==> src/rtl/mpy_pkg.sv <==
// Shared definitions for the multiply-accumulate block.
//   state_e  : group FSM encoding (S_IDLE = no group open, S_ACC = group open)
//   sat_max  : most positive signed value for a given width
//   sat_min  : most negative signed value for a given width
// The limit helpers return MaxNacc-bit values; callers size them to their own width.
package mpy_pkg;

  typedef enum logic [0:0] {
    S_IDLE = 1'b0,
    S_ACC  = 1'b1
  } state_e;

  localparam int unsigned MaxNacc = 128;

  function automatic logic [MaxNacc-1:0] sat_max(input int unsigned w);
    return (MaxNacc'(1) << (w - 1)) - MaxNacc'(1);
  endfunction

  function automatic logic [MaxNacc-1:0] sat_min(input int unsigned w);
    return MaxNacc'(1) << (w - 1);
  endfunction

endpackage

==> src/rtl/mpy_sat_add.sv <==
// Saturating signed adder.
//   a_i, b_i : signed addends, NACC bits
//   sum_o    : a_i + b_i, clamped to the signed NACC-bit range
//   ovfl_o   : high when the clamp was applied
module mpy_sat_add
  import mpy_pkg::*;
#(
  parameter int unsigned NACC = 48
) (
  input  logic [NACC-1:0] a_i,
  input  logic [NACC-1:0] b_i,
  output logic [NACC-1:0] sum_o,
  output logic            ovfl_o
);

  localparam logic [NACC-1:0] SatMax = NACC'(sat_max(NACC));
  localparam logic [NACC-1:0] SatMin = NACC'(sat_min(NACC));

  logic [NACC-1:0] raw;

  assign raw = a_i + b_i;

  // Overflow only when both operands share a sign and the result sign differs.
  assign ovfl_o = (a_i[NACC-1] == b_i[NACC-1]) && (raw[NACC-1] != a_i[NACC-1]);
  assign sum_o  = ovfl_o ? (a_i[NACC-1] ? SatMin : SatMax) : raw;

endmodule

==> src/rtl/mpy_accum.sv <==
// Group accumulator for a multiplier's product stream.
// Products arrive on rising edges of i_done; i_aux marks the last product of a group.
// The saturated group sum, product count and overflow flag are presented one cycle
// after the last product with a valid/ready handshake.
//   i_clk, i_reset : clock, synchronous active-high reset
//   i_done, i_p    : done level and NA+NB-bit signed product
//   i_aux          : last-of-group flag, qualified with the product event
//   o_hold         : upstream must not start a new multiply while high
//   o_valid/i_ready: result handshake; o_sum/o_count/o_ovfl held while pending
//   o_err          : sticky, a completed group was dropped on a stalled output
module mpy_accum
  import mpy_pkg::*;
#(
  parameter int unsigned NA   = 18,
  parameter int unsigned NB   = 18,
  parameter int unsigned NACC = 48,
  parameter int unsigned LGN  = 8
) (
  input  logic               i_clk,
  input  logic               i_reset,
  input  logic               i_done,
  input  logic [NA+NB-1:0]   i_p,
  input  logic               i_aux,
  output logic               o_hold,
  output logic               o_valid,
  input  logic               i_ready,
  output logic [NACC-1:0]    o_sum,
  output logic [LGN-1:0]     o_count,
  output logic               o_ovfl,
  output logic               o_err
);

  state_e          state_q, state_d;
  logic            done_q;
  logic [NACC-1:0] acc_q, acc_d;
  logic [LGN-1:0]  count_q, count_d;
  logic            govf_q, govf_d;
  logic            valid_q, valid_d;
  logic [NACC-1:0] sum_q, sum_d;
  logic [LGN-1:0]  cnt_q, cnt_d;
  logic            ovfl_q, ovfl_d;
  logic            err_q, err_d;

  logic            evt;
  logic [NACC-1:0] p_ext;
  logic [NACC-1:0] add_a;
  logic [NACC-1:0] add_sum;
  logic            add_ovf;
  logic [NACC-1:0] grp_sum;
  logic [LGN-1:0]  grp_cnt;
  logic            grp_ovf;

  assign evt   = i_done && !done_q;
  assign p_ext = NACC'($signed(i_p));
  // In S_IDLE the adder sees zero, so the first product loads unchanged.
  assign add_a = (state_q == S_ACC) ? acc_q : '0;

  mpy_sat_add #(
    .NACC (NACC)
  ) u_sat_add (
    .a_i    (add_a),
    .b_i    (p_ext),
    .sum_o  (add_sum),
    .ovfl_o (add_ovf)
  );

  // Group state including the current product, used whether or not it closes the group.
  always_comb begin
    grp_sum = add_sum;
    grp_cnt = LGN'(1);
    grp_ovf = add_ovf;
    unique case (state_q)
      S_IDLE: begin
        grp_sum = add_sum;
        grp_cnt = LGN'(1);
        grp_ovf = add_ovf;
      end
      S_ACC: begin
        // Once saturated, the group sum is pinned for the rest of the group.
        grp_sum = govf_q ? acc_q : add_sum;
        grp_cnt = (&count_q) ? count_q : count_q + LGN'(1);
        grp_ovf = govf_q || add_ovf;
      end
      default: ;
    endcase
  end

  always_comb begin
    state_d = state_q;
    acc_d   = acc_q;
    count_d = count_q;
    govf_d  = govf_q;
    valid_d = valid_q;
    sum_d   = sum_q;
    cnt_d   = cnt_q;
    ovfl_d  = ovfl_q;
    err_d   = err_q;

    if (valid_q && i_ready) begin
      valid_d = 1'b0;
    end

    if (evt) begin
      if (i_aux) begin
        state_d = S_IDLE;
        acc_d   = '0;
        count_d = '0;
        govf_d  = 1'b0;
        if (valid_q && !i_ready) begin
          err_d = 1'b1;
        end else begin
          valid_d = 1'b1;
          sum_d   = grp_sum;
          cnt_d   = grp_cnt;
          ovfl_d  = grp_ovf;
        end
      end else begin
        state_d = S_ACC;
        acc_d   = grp_sum;
        count_d = grp_cnt;
        govf_d  = grp_ovf;
      end
    end
  end

  always_ff @(posedge i_clk) begin
    if (i_reset) begin
      state_q <= S_IDLE;
      done_q  <= 1'b0;
      acc_q   <= '0;
      count_q <= '0;
      govf_q  <= 1'b0;
      valid_q <= 1'b0;
      sum_q   <= '0;
      cnt_q   <= '0;
      ovfl_q  <= 1'b0;
      err_q   <= 1'b0;
    end else begin
      state_q <= state_d;
      done_q  <= i_done;
      acc_q   <= acc_d;
      count_q <= count_d;
      govf_q  <= govf_d;
      valid_q <= valid_d;
      sum_q   <= sum_d;
      cnt_q   <= cnt_d;
      ovfl_q  <= ovfl_d;
      err_q   <= err_d;
    end
  end

  assign o_hold  = valid_q && !i_ready;
  assign o_valid = valid_q;
  assign o_sum   = sum_q;
  assign o_count = cnt_q;
  assign o_ovfl  = ovfl_q;
  assign o_err   = err_q;

endmodule

==> config.mk <==
export PLATFORM = sky130hd
export DESIGN_NAME = mpy_accum
export DESIGN_NICKNAME = d
export VERILOG_FILES = /design/src/rtl/mpy_pkg.sv /design/src/rtl/mpy_sat_add.sv /design/src/rtl/mpy_accum.sv
export SDC_FILE = /design/constraint.sdc
export NUM_CORES = 1
export LEC_CHECK = 0
export CAP_MARGIN = 20
export CORE_UTILIZATION = 30
export CTS_BUF_LIST = sky130_fd_sc_hd__clkbuf_16
export CTS_CLUSTER_SIZE = 14
export DETAILED_ROUTE_END_ITERATION = 10
export GPL_ROUTABILITY_DRIVEN = 0
export HOLD_SLACK_MARGIN = 0.08
export PLACE_DENSITY = 0.56
export SLEW_MARGIN = 20
export SYNTH_ARGS = -nofsm -noshare
export SYNTH_HDL_FRONTEND = slang
export SYNTH_HIERARCHICAL = 1
export SYNTH_SLANG_ARGS = --single-unit
==> constraint.sdc <==
create_clock -name i_clk -period 6.3 [get_ports i_clk]
set_clock_uncertainty 0.15 [all_clocks]
set_input_delay 1.26 -clock i_clk [delete_from_list [all_inputs] [get_ports i_clk]]
set_output_delay 1.26 -clock i_clk [all_outputs]
set_load 0.01 [all_outputs]
**Yosys cells after proc, flatten, opt, wreduce, memory -nomap -nowiden**

Index checks and enable logic that the tools add are counted.
W data, S select, Z words.

- Add/subtract/negate cells: 2
- Equal/unequal tests: 2
- Multiplexer cells: 16
- Bitwise operators: 2
- Reduce and logical (&&, ||, !) cells: 10

Operators with widths:

| operator | count |
|---|---|
| $mux W48 | 5 |
| $pmux W48 S2 | 1 |
| $add A48 B48 Y48 | 1 |
| $mux W8 | 2 |
| $pmux W8 S2 | 1 |
| $add A8 B1 Y8 const B | 1 |
| $reduce_and A8 Y1 | 1 |
| $mux W1 | 6 |
| $reduce_and A3 Y1 | 2 |
| $logic_and A1 B1 Y1 | 4 |
| $logic_not A1 Y1 | 2 |
| $not A1 Y1 | 2 |
| $pmux W1 S2 | 1 |
| $eq A1 B1 Y1 | 1 |
| $logic_or A1 B1 Y1 | 1 |
| $ne A1 B1 Y1 | 1 |

- Logic and storage cells: 42
- Input port bits: 41
- Bits in registers: 118
- Output and inout port bits: 60

**Depth between registers and ports, before layout**

Gate-level depths: netlist of run 1.

- Depth in word-level cells: 8
- Gate-level depth with buffers: 17
- Gate-level depth less buffers: 14

**Hierarchy**

The synthesis of run 1 kept the hierarchy.

By module, submodules not included:

| module | sequential area each (µm²) | area each (µm²) | cells each | times used |
|---|---|---|---|---|
| mpy_accum | 2362.3 | 4977.3 | 593 | 1 |
| mpy_sat_add | 0.0 | 2895.3 | 441 | 1 |

**Worst setup path before layout of run 1**

OpenSTA, ideal clock, no wires.

- Kind: input-to-reg
- Start: input port i_p[0]
- End: register sum_q[38] (netlist: o_sum[38])
- Setup time: 0.091 ns
- Buffers on the path: 0
- Stages on the path: 13
- Path slack: 1.940 ns
- Data arrival time: 4.119 ns
- Required time: 6.059 ns
- Cells stage by stage: ha_1 fa_1 a21oi_1 o211ai_1 a311oi_1 nor4b_2 o21ai_0 or3b_2 a21oi_1 xor2_1 o21ai_0 nand2_1 a311oi_1

- Cells in the longest elaborated chain, start to end: 6

RTL lines:

| element | line | text |
|---|---|---|
| start: declaration | mpy_accum.sv:22 | `input logic [NA+NB-1:0] i_p,` |
| $add A48 B48 Y48 * | mpy_sat_add.sv:21 | `assign raw = a_i + b_i;` |
| $ne A1 B1 Y1 | mpy_sat_add.sv:24 | `assign ovfl_o = (a_i[NACC-1] == b_i[NACC-1]) && (raw[NACC-1] != a_i[NACC-1]);` |
| $logic_and A1 B1 Y1 | mpy_sat_add.sv:24 |  |
| $mux W48 * | mpy_sat_add.sv:25 | `assign sum_o = ovfl_o ? (a_i[NACC-1] ? SatMin : SatMax) : raw;` |
| named net add_sum[38] | mpy_accum.sv:47 | `logic [NACC-1:0] add_sum;` |
| $mux W48 | mpy_accum.sv:80 | `grp_sum = govf_q ? acc_q : add_sum;` |
| $pmux W48 S2 * | mpy_accum.sv:72 | `unique case (state_q)` |
| end signal: assignment | mpy_accum.sv:145 | `sum_q <= sum_d;` |
| end: declaration | mpy_accum.sv:39 | `logic [NACC-1:0] sum_q, sum_d;` |

The timed path passes the listed nets; every way through them passes the cells marked *.
A chain may end at the register's enable or synchronous reset.

**Worst setup path in the final report of run 1**

Ends and elaborated chain as after synthesis.

==> impl_metrics.toml, run 1 <==
[timing]
min_period_ns = 5.00
relSlewSlack_pct = 32.1
hold_viol = 0
drv_slew = 0
setup_viol = 0
rsz0062_at_grt = "no"
tns_ns = 0
hold_ws_ns = 0.320
tightest_slew_ns = 1.01
period_share_pct = 79.4
fmax_mhz = 200

[clock_network]
clock-sinks = 118
cts_inserted_buffers = 17
ctsResizeCount = 0
cts-root-buf = "clkbuf_16"
clk_latency_ns = 0.42
h-tree-depth = 4
path_clk_slew_ns = 0.06
holdBufCountCts = 0
clk_path_buf_depth = 2
postCtsSetupBuffers = 0
cts_tree = "done"

[final_layout]
final_nets = 1183
stdcell_area_mm2 = 0.00978
ff_latch_area_mm2 = 0.00236
area_delta_synth_final_pct = 24.3
drive_above_1_share_pct = 6.06
fillers = 2641
multi_input_area_mm2 = 0.00515
diodes = 0

[drt]
dr.pass1.iters = 5
routed_via_density = 5.38
drt_wl_total_mm = 24.1
final_antenna_net_count = 0
vias = 7724
drc = 0
wire_per_inst_um = 16.7
first_iter_violations = 465

[logic_synthesis]
ys.flop_type = "dfxtp_1"
synth.top_cell.area_share_pct = 30.0
synth_edf_count = 0
synth_seq_cells = 118
syn_inst = 1034
synth_nets = 1124
syn_avg_cell_area_um2 = 7.61
yosys_warnings = 6
synth_top_area_cell = "dfxtp_1"
async_flop_share_pct = 0
synth_cell_types = 66
ys_seq_area_share_pct = 30.0
syn_area_mm2 = 0.00787
yosys-top-cells-area = "dfxtp_1 (30%), ha_1 (7.6%), nor2_1 (6.3%), a311oi_1 (5.8%), o21ai_0 (5.0%)"
yosysMostFrequentCell = "nor2_1"
synthTopCellsByCount = "nor2_1 (133), dfxtp_1 (118), nand2_1 (102), o21ai_0 (78)"

[grt]
grt-ovfl-total = 0
grt_pass1_wl_mm = 39.0
grtUsageTotal_pct = 18.2
grt_pass1_vias = 7432
grt_max_degree = 102
antenna_found_initial = 0

[critical_path]
crit_path_top_delay_cell = "a311oi_1"
worstPathArrival_ns = 5.18
required_ns = 6.48
cp_max_fo = 4
cp_slowest_stage_delay_ns = 0.61
end_kind = "register"
path_class = "input port to register"
worstPathCellList = "clkdlybuf4s50_1, ha_1, fa_1, a21oi_1, o211ai_1, a311oi_1, nor4b_2, o21ai_0, or3b_2, a21oi_1, xor2_1, o21ai_0, nand2_1, a311oi_1"
critPathLaunchType = "input port"

[die]
pin_count = 101
die_area_mm2 = 0.0269
core_mm2 = 0.0255
fp-row-count = 58
initial_core_util_pct = 30.9
die_h_um = 164
dieWidth_um = 164

[power]
power.total_mw = 2.22
p_leak_nw = 3.71
ir_drop_uv = 130
powerDensity_mw_per_mm2 = 227

[place]
dp_hpwl_mm = 16.1
dpl_cell_area_mm2 = 0.00911
io_buffers = 100

[min_path]
hold_class = "register to register"

[run_status]
status = "finished clean"

[run]
drv_cap = 0
-- cell families (layout without fill, tap and decap cells) --
logic type                 Yosys count  count (layout)  synth area share, %
and+or+nand+nor                    399             399                 23.7
AOI/OAI and AO/OA                  332             332                 28.3
DFF                                118             118                 30.0
buffers and inverters               89             161                 4.82
adders and majority gates           50              50                 8.01
xor gates and xnor gates            44              44                 4.89
muxes                                2               2                0.254
-- critical path, delay by kind of cell --
family	cells	cell delay, ns
buf+inv	1	0.41
fa+ha+maj	2	0.64
compound gates	7	2.06
simple gates	3	0.72
xor+xnor	1	0.08
-- cell usage in the layout (no fill, tap or decap), types with 6 or more instances in the layout --
cell / Yosys / final
nor2_1: 133 / 132
dfxtp_1: 118 / 117
nand2_1: 102 / 102
clkdlybuf4s50_1: 0 / 99
o21ai_0: 78 / 78
nand3_1: 64 / 64
a21oi_1: 64 / 64
a311oi_1: 52 / 52
and2_1: 50 / 50
a22oi_1: 49 / 49
ha_1: 48 / 48
xor2_1: 22 / 22
xnor2_1: 22 / 22
clkbuf_16: 0 / 17
a21o_1: 16 / 16
inv_1: 14 / 14
buf_4: 3 / 13
a211oi_1: 9 / 9
and3_1: 8 / 8
nor2b_1: 7 / 7
a31oi_1: 7 / 7
a22o_1: 6 / 6
o21ai_1: 7 / 6
nor3_1: 6 / 6
nand4_1: 6 / 6
-- sequential cells by signal (all words and copies together), names as in the netlist --
register / cells
o_count: 8
o_ovfl: 1
o_valid: 1
o_sum: 48
acc_q: 48
state_q: 1
count_q: 8
o_err: 1
govf_q: 1
done_q: 1
-- per-layer routing --
layer	track usage, %	routed length, um
met1	25.3	12200
met2	28.8	10600
met3	2.78	882
met4	5.13	285
met5	0	0
-- power breakdown --
part / internal [mW] / leakage (nW) / switching [mW]
combinational: 0.147 / 2.43 / 0.192
clock: 0.673 / 0.311 / 0.396
sequential: 0.783 / 0.964 / 0.0258
total: 1.60 / 3.71 / 0.614
-- area by class of cell --
type | count | area share [%]
flip-flops and latches | 118 | 24.2
repair buffers | 115 | 11.8
inverters | 14 | 0.537
clock buffers | 17 | 4.35
well taps | 330 | 4.22
multi-input cells | 827 | 52.7
clock inverters | 15 | 2.23
-- final timing paths --
path | slack [ns] | depth (start not counted) | start | end
worst max-delay path | 1.30 | 14 | i_p[0] | o_sum[38]
worst min-delay path | 0.32 | 1 | o_count[5] | o_count[5]
worst max register to register | 1.85 | 14 | state_q | o_sum[38]
worst min register to register | 0.32 | 1 | o_count[5] | o_count[5]
-- stage by stage --
step                      setup WS, ns  instances  utilization (%)
after global placement           0.951       1403             35.8
after CTS                         1.34       1435             38.3
after global routing             0.995       1436             38.4
after detailed placement         0.911       1403             35.8
final                             1.30       1436             38.4
after floorplan                   1.94       1034                -
Power figures use the tool's default switching activity.
==> run 2: changes to the inputs <==
--- a/config.mk
+++ b/config.mk
@@ -12,7 +12,7 @@
 export DETAILED_ROUTE_END_ITERATION = 10
 export GPL_ROUTABILITY_DRIVEN = 0
 export HOLD_SLACK_MARGIN = 0.08
-export PLACE_DENSITY = 0.56
+export PLACE_DENSITY = 0.57
 export SLEW_MARGIN = 20
 export SYNTH_ARGS = -nofsm -noshare
 export SYNTH_HDL_FRONTEND = slang
==> constraint.sdc (replaced) <==
create_clock -name i_clk -period 4.25 [get_ports i_clk]
set_clock_uncertainty 0.15 [all_clocks]
set_input_delay 0.85 -clock i_clk [delete_from_list [all_inputs] [get_ports i_clk]]
set_output_delay 0.85 -clock i_clk [all_outputs]
set_load 0.01 [all_outputs]
==> impl_metrics.toml, run 2 (synthesis gave the netlist of run 1 again) <==
[clock_network]
clk_latency_ns = 0.43
h-tree-depth = 4
cts_tree = "done"
path_clk_slew_ns = 0.06
cts_inserted_buffers = 17
clk_path_buf_depth = 2
clock-sinks = 118
cts-root-buf = "clkbuf_16"

[drt]
drc = 0
routed_via_density = 5.33
dr.pass1.iters = 5
vias = 8080
final_antenna_net_count = 0
drt_wl_total_mm = 24.5
wire_per_inst_um = 16.2
first_iter_violations = 526

[die]
initial_core_util_pct = 30.9
fp-row-count = 58
die_area_mm2 = 0.0269
core_mm2 = 0.0255
die_h_um = 164
pin_count = 101
dieWidth_um = 164

[timing]
period_share_pct = 94.1
hold_ws_ns = 0.315
hold_viol = 0
fmax_mhz = 250
layout_setup_ws_ns = 0.249
tightest_slew_ns = 0.651
setup_viol = 0
rsz0062_at_grt = "no"
min_period_ns = 4.00
relSlewSlack_pct = 56.6
drv_slew = 0

[place]
dp_hpwl_mm = 17.1
pre_cts_slack_ns = -0.298
dp_cells = 1482
io_buffers = 100

[power]
ir_drop_uv = 262
p_leak_nw = 4.12
powerDensity_mw_per_mm2 = 320
power.total_mw = 3.34

[min_path]
hold_class = "register to register"
hold_path_depth = 1
hold_end = "o_count[1]"
hp-start = "o_count[1]"

[final_layout]
area_delta_synth_final_pct = 32.7
final_cells = 1515
drive_above_1_share_pct = 12.9
diodes = 0
layout_commonest_cell = "nor2_1"
fillers = 2547
final_core_util_pct = 41.0
final_cell_mix = "nor2_1 (132), dfxtp_1 (116), nand2_1 (101), clkdlybuf4s50_1 (99), buf_4 (90)"
final_nets = 1262

[grt]
grtUsageTotal_pct = 18.8
grt_pass1_wl_mm = 40.2
grt-ovfl-total = 0
antenna_found_initial = 0
grt_max_degree = 103
grt_pass1_vias = 7813

[critical_path]
cp_max_fo = 6
path_class = "input port to register"
critPathLaunchType = "input port"
required_ns = 4.43
r2r_end = "o_sum[44]"
worstPathArrival_ns = 4.18
rrSetupSlack_ns = 0.26
end_kind = "register"
reg2regPathDepth = 17
r2r_start = "state_q"

[run]
drv_cap = 0

[run_status]
status = "finished clean"
run 2: through the flow:
stage / cell area, um^2 / setup TNS (ns)
2_1_floorplan: 7870 / 0
3_3_place_gp: 9750 / -2.56
3_5_place_dp: 9750 / -4.39
4_1_cts: 10400 / 0
5_1_grt: 10400 / 0
6_report: 10400 / 0
run 2: how the worst max path moves through the flow:
| stage | to | slack (ns) | start |
|---|---|---|---|
| floorplan | o_sum[38] | 0.30 | i_p[0] |
| global placement | o_sum[38] | -0.25 | i_p[0] |
| detailed placement | o_sum[38] | -0.30 | i_p[0] |
| CTS | o_sum[38] | 0.15 | i_p[0] |
| global route | o_sum[38] | 0.02 | i_p[0] |
| finish | o_sum[46] | 0.25 | i_p[14] |
run 2: power breakdown:
part	total, mW	switching, mW	internal [mW]
clock network	1.60	0.606	0.996
registers	1.20	0.0375	1.16
logic	0.546	0.296	0.249
run 2: worst max-delay path, cell delays in order:
cell	delay (ns)
clkdlybuf4s50_1	0.42
ha_1	0.35
buf_4	0.15
o21ai_0	0.11
o21ai_0	0.19
a21boi_1	0.13
and3_1	0.21
a211oi_2	0.31
a31oi_1	0.21
and3_4	0.27
or4_1	0.51
nand3_1	0.12
nand2_1	0.06
a311oi_1	0.29
run 2: per-layer routing:
layer  global-route usage (%)  up-vias  wire length [um]
met5                        0        -                 0
met4                     5.68        0               381
met3                     3.08       30               961
met1                     25.0     3819             12000
met2                     30.9      191             11200
li1                         -     4040                 -
run 2: area by class of cell:
| class | count | area [um^2] | area share [%] |
|---|---|---|---|
| clock buffers | 17 | 425 | 4.07 |
| clock inverters | 15 | 216 | 2.07 |
| inverters | 14 | 52.6 | 0.503 |
| multi-input cells | 827 | 5200 | 49.8 |
| flip-flops and latches | 118 | 2370 | 22.7 |
| well taps | 330 | 413 | 3.95 |
| repair buffers | 194 | 1770 | 16.9 |
run 2: repair_timing:
action	4_1_cts	5_1_grt
setup buffers	0	1
endpoints found under the setup margin	0	15
resized for setup	0	13
hold buffers	0	0
==> run 3: changes to the inputs <==
--- a/config.mk
+++ b/config.mk
@@ -12,7 +12,7 @@
 export DETAILED_ROUTE_END_ITERATION = 10
 export GPL_ROUTABILITY_DRIVEN = 0
 export HOLD_SLACK_MARGIN = 0.08
-export PLACE_DENSITY = 0.57
+export PLACE_DENSITY = 0.56
 export SLEW_MARGIN = 20
 export SYNTH_ARGS = -nofsm -noshare
 export SYNTH_HDL_FRONTEND = slang
==> constraint.sdc (replaced) <==
create_clock -name i_clk -period 3.7 [get_ports i_clk]
set_clock_uncertainty 0.15 [all_clocks]
set_input_delay 0.74 -clock i_clk [delete_from_list [all_inputs] [get_ports i_clk]]
set_output_delay 0.74 -clock i_clk [all_outputs]
set_load 0.01 [all_outputs]
==> impl_metrics.toml, run 3 (synthesis gave the netlist of run 1 again) <==
[critical_path]
required_ns = 3.90
worstPathCellList = "clkdlybuf4s50_1, ha_4, a21oi_2, buf_4, a211oi_2, a21bo_4, a211oi_4, a31oi_4, and3_4, or4_4, nand3_2, nand2_1, a311oi_2"
cp_max_fo = 4
end_kind = "register"
critPathLaunchType = "input port"
crit_path_top_delay_cell = "or4_4"
path_class = "input port to register"
worstPathArrival_ns = 3.87
cp_slowest_stage_delay_ns = 0.51

[clock_network]
holdBufCountCts = 0
clk_path_buf_depth = 2
cts-root-buf = "clkbuf_16"
cts_inserted_buffers = 17
cts_tree = "done"
path_clk_slew_ns = 0.06
clock-sinks = 118
clk_latency_ns = 0.43
h-tree-depth = 4

[final_layout]
final_core_util_pct = 46.3
final_nets = 1357
final_cells = 1610
area_delta_synth_final_pct = 49.9
layout_commonest_cell = "buf_4"
drive_above_1_share_pct = 27.0
stdcell_area_mm2 = 0.0118
multi_input_area_mm2 = 0.00584
fillers = 2473
final_cell_mix = "buf_4 (178), nor2_1 (130), dfxtp_1 (117), nand2_1 (101), clkdlybuf4s50_1 (83)"
ff_latch_area_mm2 = 0.00237
diodes = 0

[grt]
grt_pass1_wl_mm = 41.7
grt-ovfl-total = 0
grt_max_degree = 102
grtUsageTotal_pct = 19.5
antenna_found_initial = 1
grt_pass1_vias = 8131

[run_status]
status = "finished clean"

[die]
dieWidth_um = 164
core_mm2 = 0.0255
die_h_um = 164
fp-row-count = 58
die_area_mm2 = 0.0269
pin_count = 101
initial_core_util_pct = 30.9

[timing]
rsz0062_at_grt = "yes"
layout_setup_ws_ns = 0.0257
fmax_mhz = 272
tightest_slew_ns = 0.686
min_period_ns = 3.67
hold_ws_ns = 0.315
drv_slew = 0
hold_viol = 0
relSlewSlack_pct = 54.2
setup_viol = 0
period_share_pct = 99.3

[place]
dp_cells = 1565
io_buffers = 100
pre_cts_slack_ns = -0.735
dpl_cell_area_mm2 = 0.0104
dp_hpwl_mm = 18.0

[drt]
drc = 0
vias = 8502
wire_per_inst_um = 16.4
routed_via_density = 5.28
drt_wl_total_mm = 26.4
final_antenna_net_count = 0
dr.pass1.iters = 5
first_iter_violations = 557

[power]
switching_share_pct = 29.0
ir_drop_uv = 293
p_comb_share_pct = 19.8
seq_power_share_pct = 36.3
powerDensity_mw_per_mm2 = 321
clkPwrFrac_pct = 43.8
p_leak_nw = 4.74
intPower_mw = 2.69
p_sw_mw = 1.10

[run]
drv_cap = 0

[min_path]
hold_class = "register to register"
## run 3: final timing paths
path / start / end / slack (ns) / cells after the start
max: i_p[10] / o_sum[46] / 0.03 / 13
min reg2reg: o_count[1] / o_count[1] / 0.31 / 1
min: o_count[1] / o_count[1] / 0.31 / 1
max reg2reg: state_q / o_sum[46] / 0.03 / 15
## run 3: power by group through the flow
| stage | sequential [mW] | combinational [mW] | clock, mW |
|---|---|---|---|
| 2_1_floorplan | 1.41 | 0.343 | 0 |
| 3_3_place_gp | 1.40 | 0.667 | 0 |
| 3_5_place_dp | 1.40 | 0.670 | 0 |
| 4_1_cts | 1.37 | 0.689 | 1.68 |
| 5_1_grt | 1.38 | 0.818 | 1.73 |
| 6_report | 1.37 | 0.750 | 1.66 |
## run 3: cell type report
type	count	share of cell area, %
Inverter	14	0.445
Clock buffer	17	3.60
Multi-Input combinational cell	827	49.4
Clock inverter	15	1.29
Sequential cell	118	20.0
Tap cell	330	3.50
Timing Repair Buffer	289	21.7
## run 3: worst max-delay path: cells and delay by family
kind                       cells  cell delay [ns]
adders and majority gates      1             0.33
and+or+nand+nor                4             0.90
AOI/OAI and AO/OA              6             1.26
buffers and inverters          2             0.63
## run 3: timing repair
item / in CTS / in global routing
resized for setup: 65 / 127
gates cloned: 0 / 1
buffers inserted: 6 / 6
setup endpoints to repair: 69 / 98
pin swaps: 20 / 49
## run 3: metrics by stage
step / setup TNS, ns / total power, mW
floorplan: -0.0194 / 1.75
global placement: -44.38 / 2.07
detailed placement: -46.74 / 2.07
CTS: -0.0741 / 3.75
global route: -3.16 / 3.93
finish: 0 / 3.78
## run 3: per-layer routing
metal  wire (um)  GRT usage, %
met5           9             0
met2       12500          32.6
met3        1170          4.14
met4         416          5.72
met1       12300          25.1
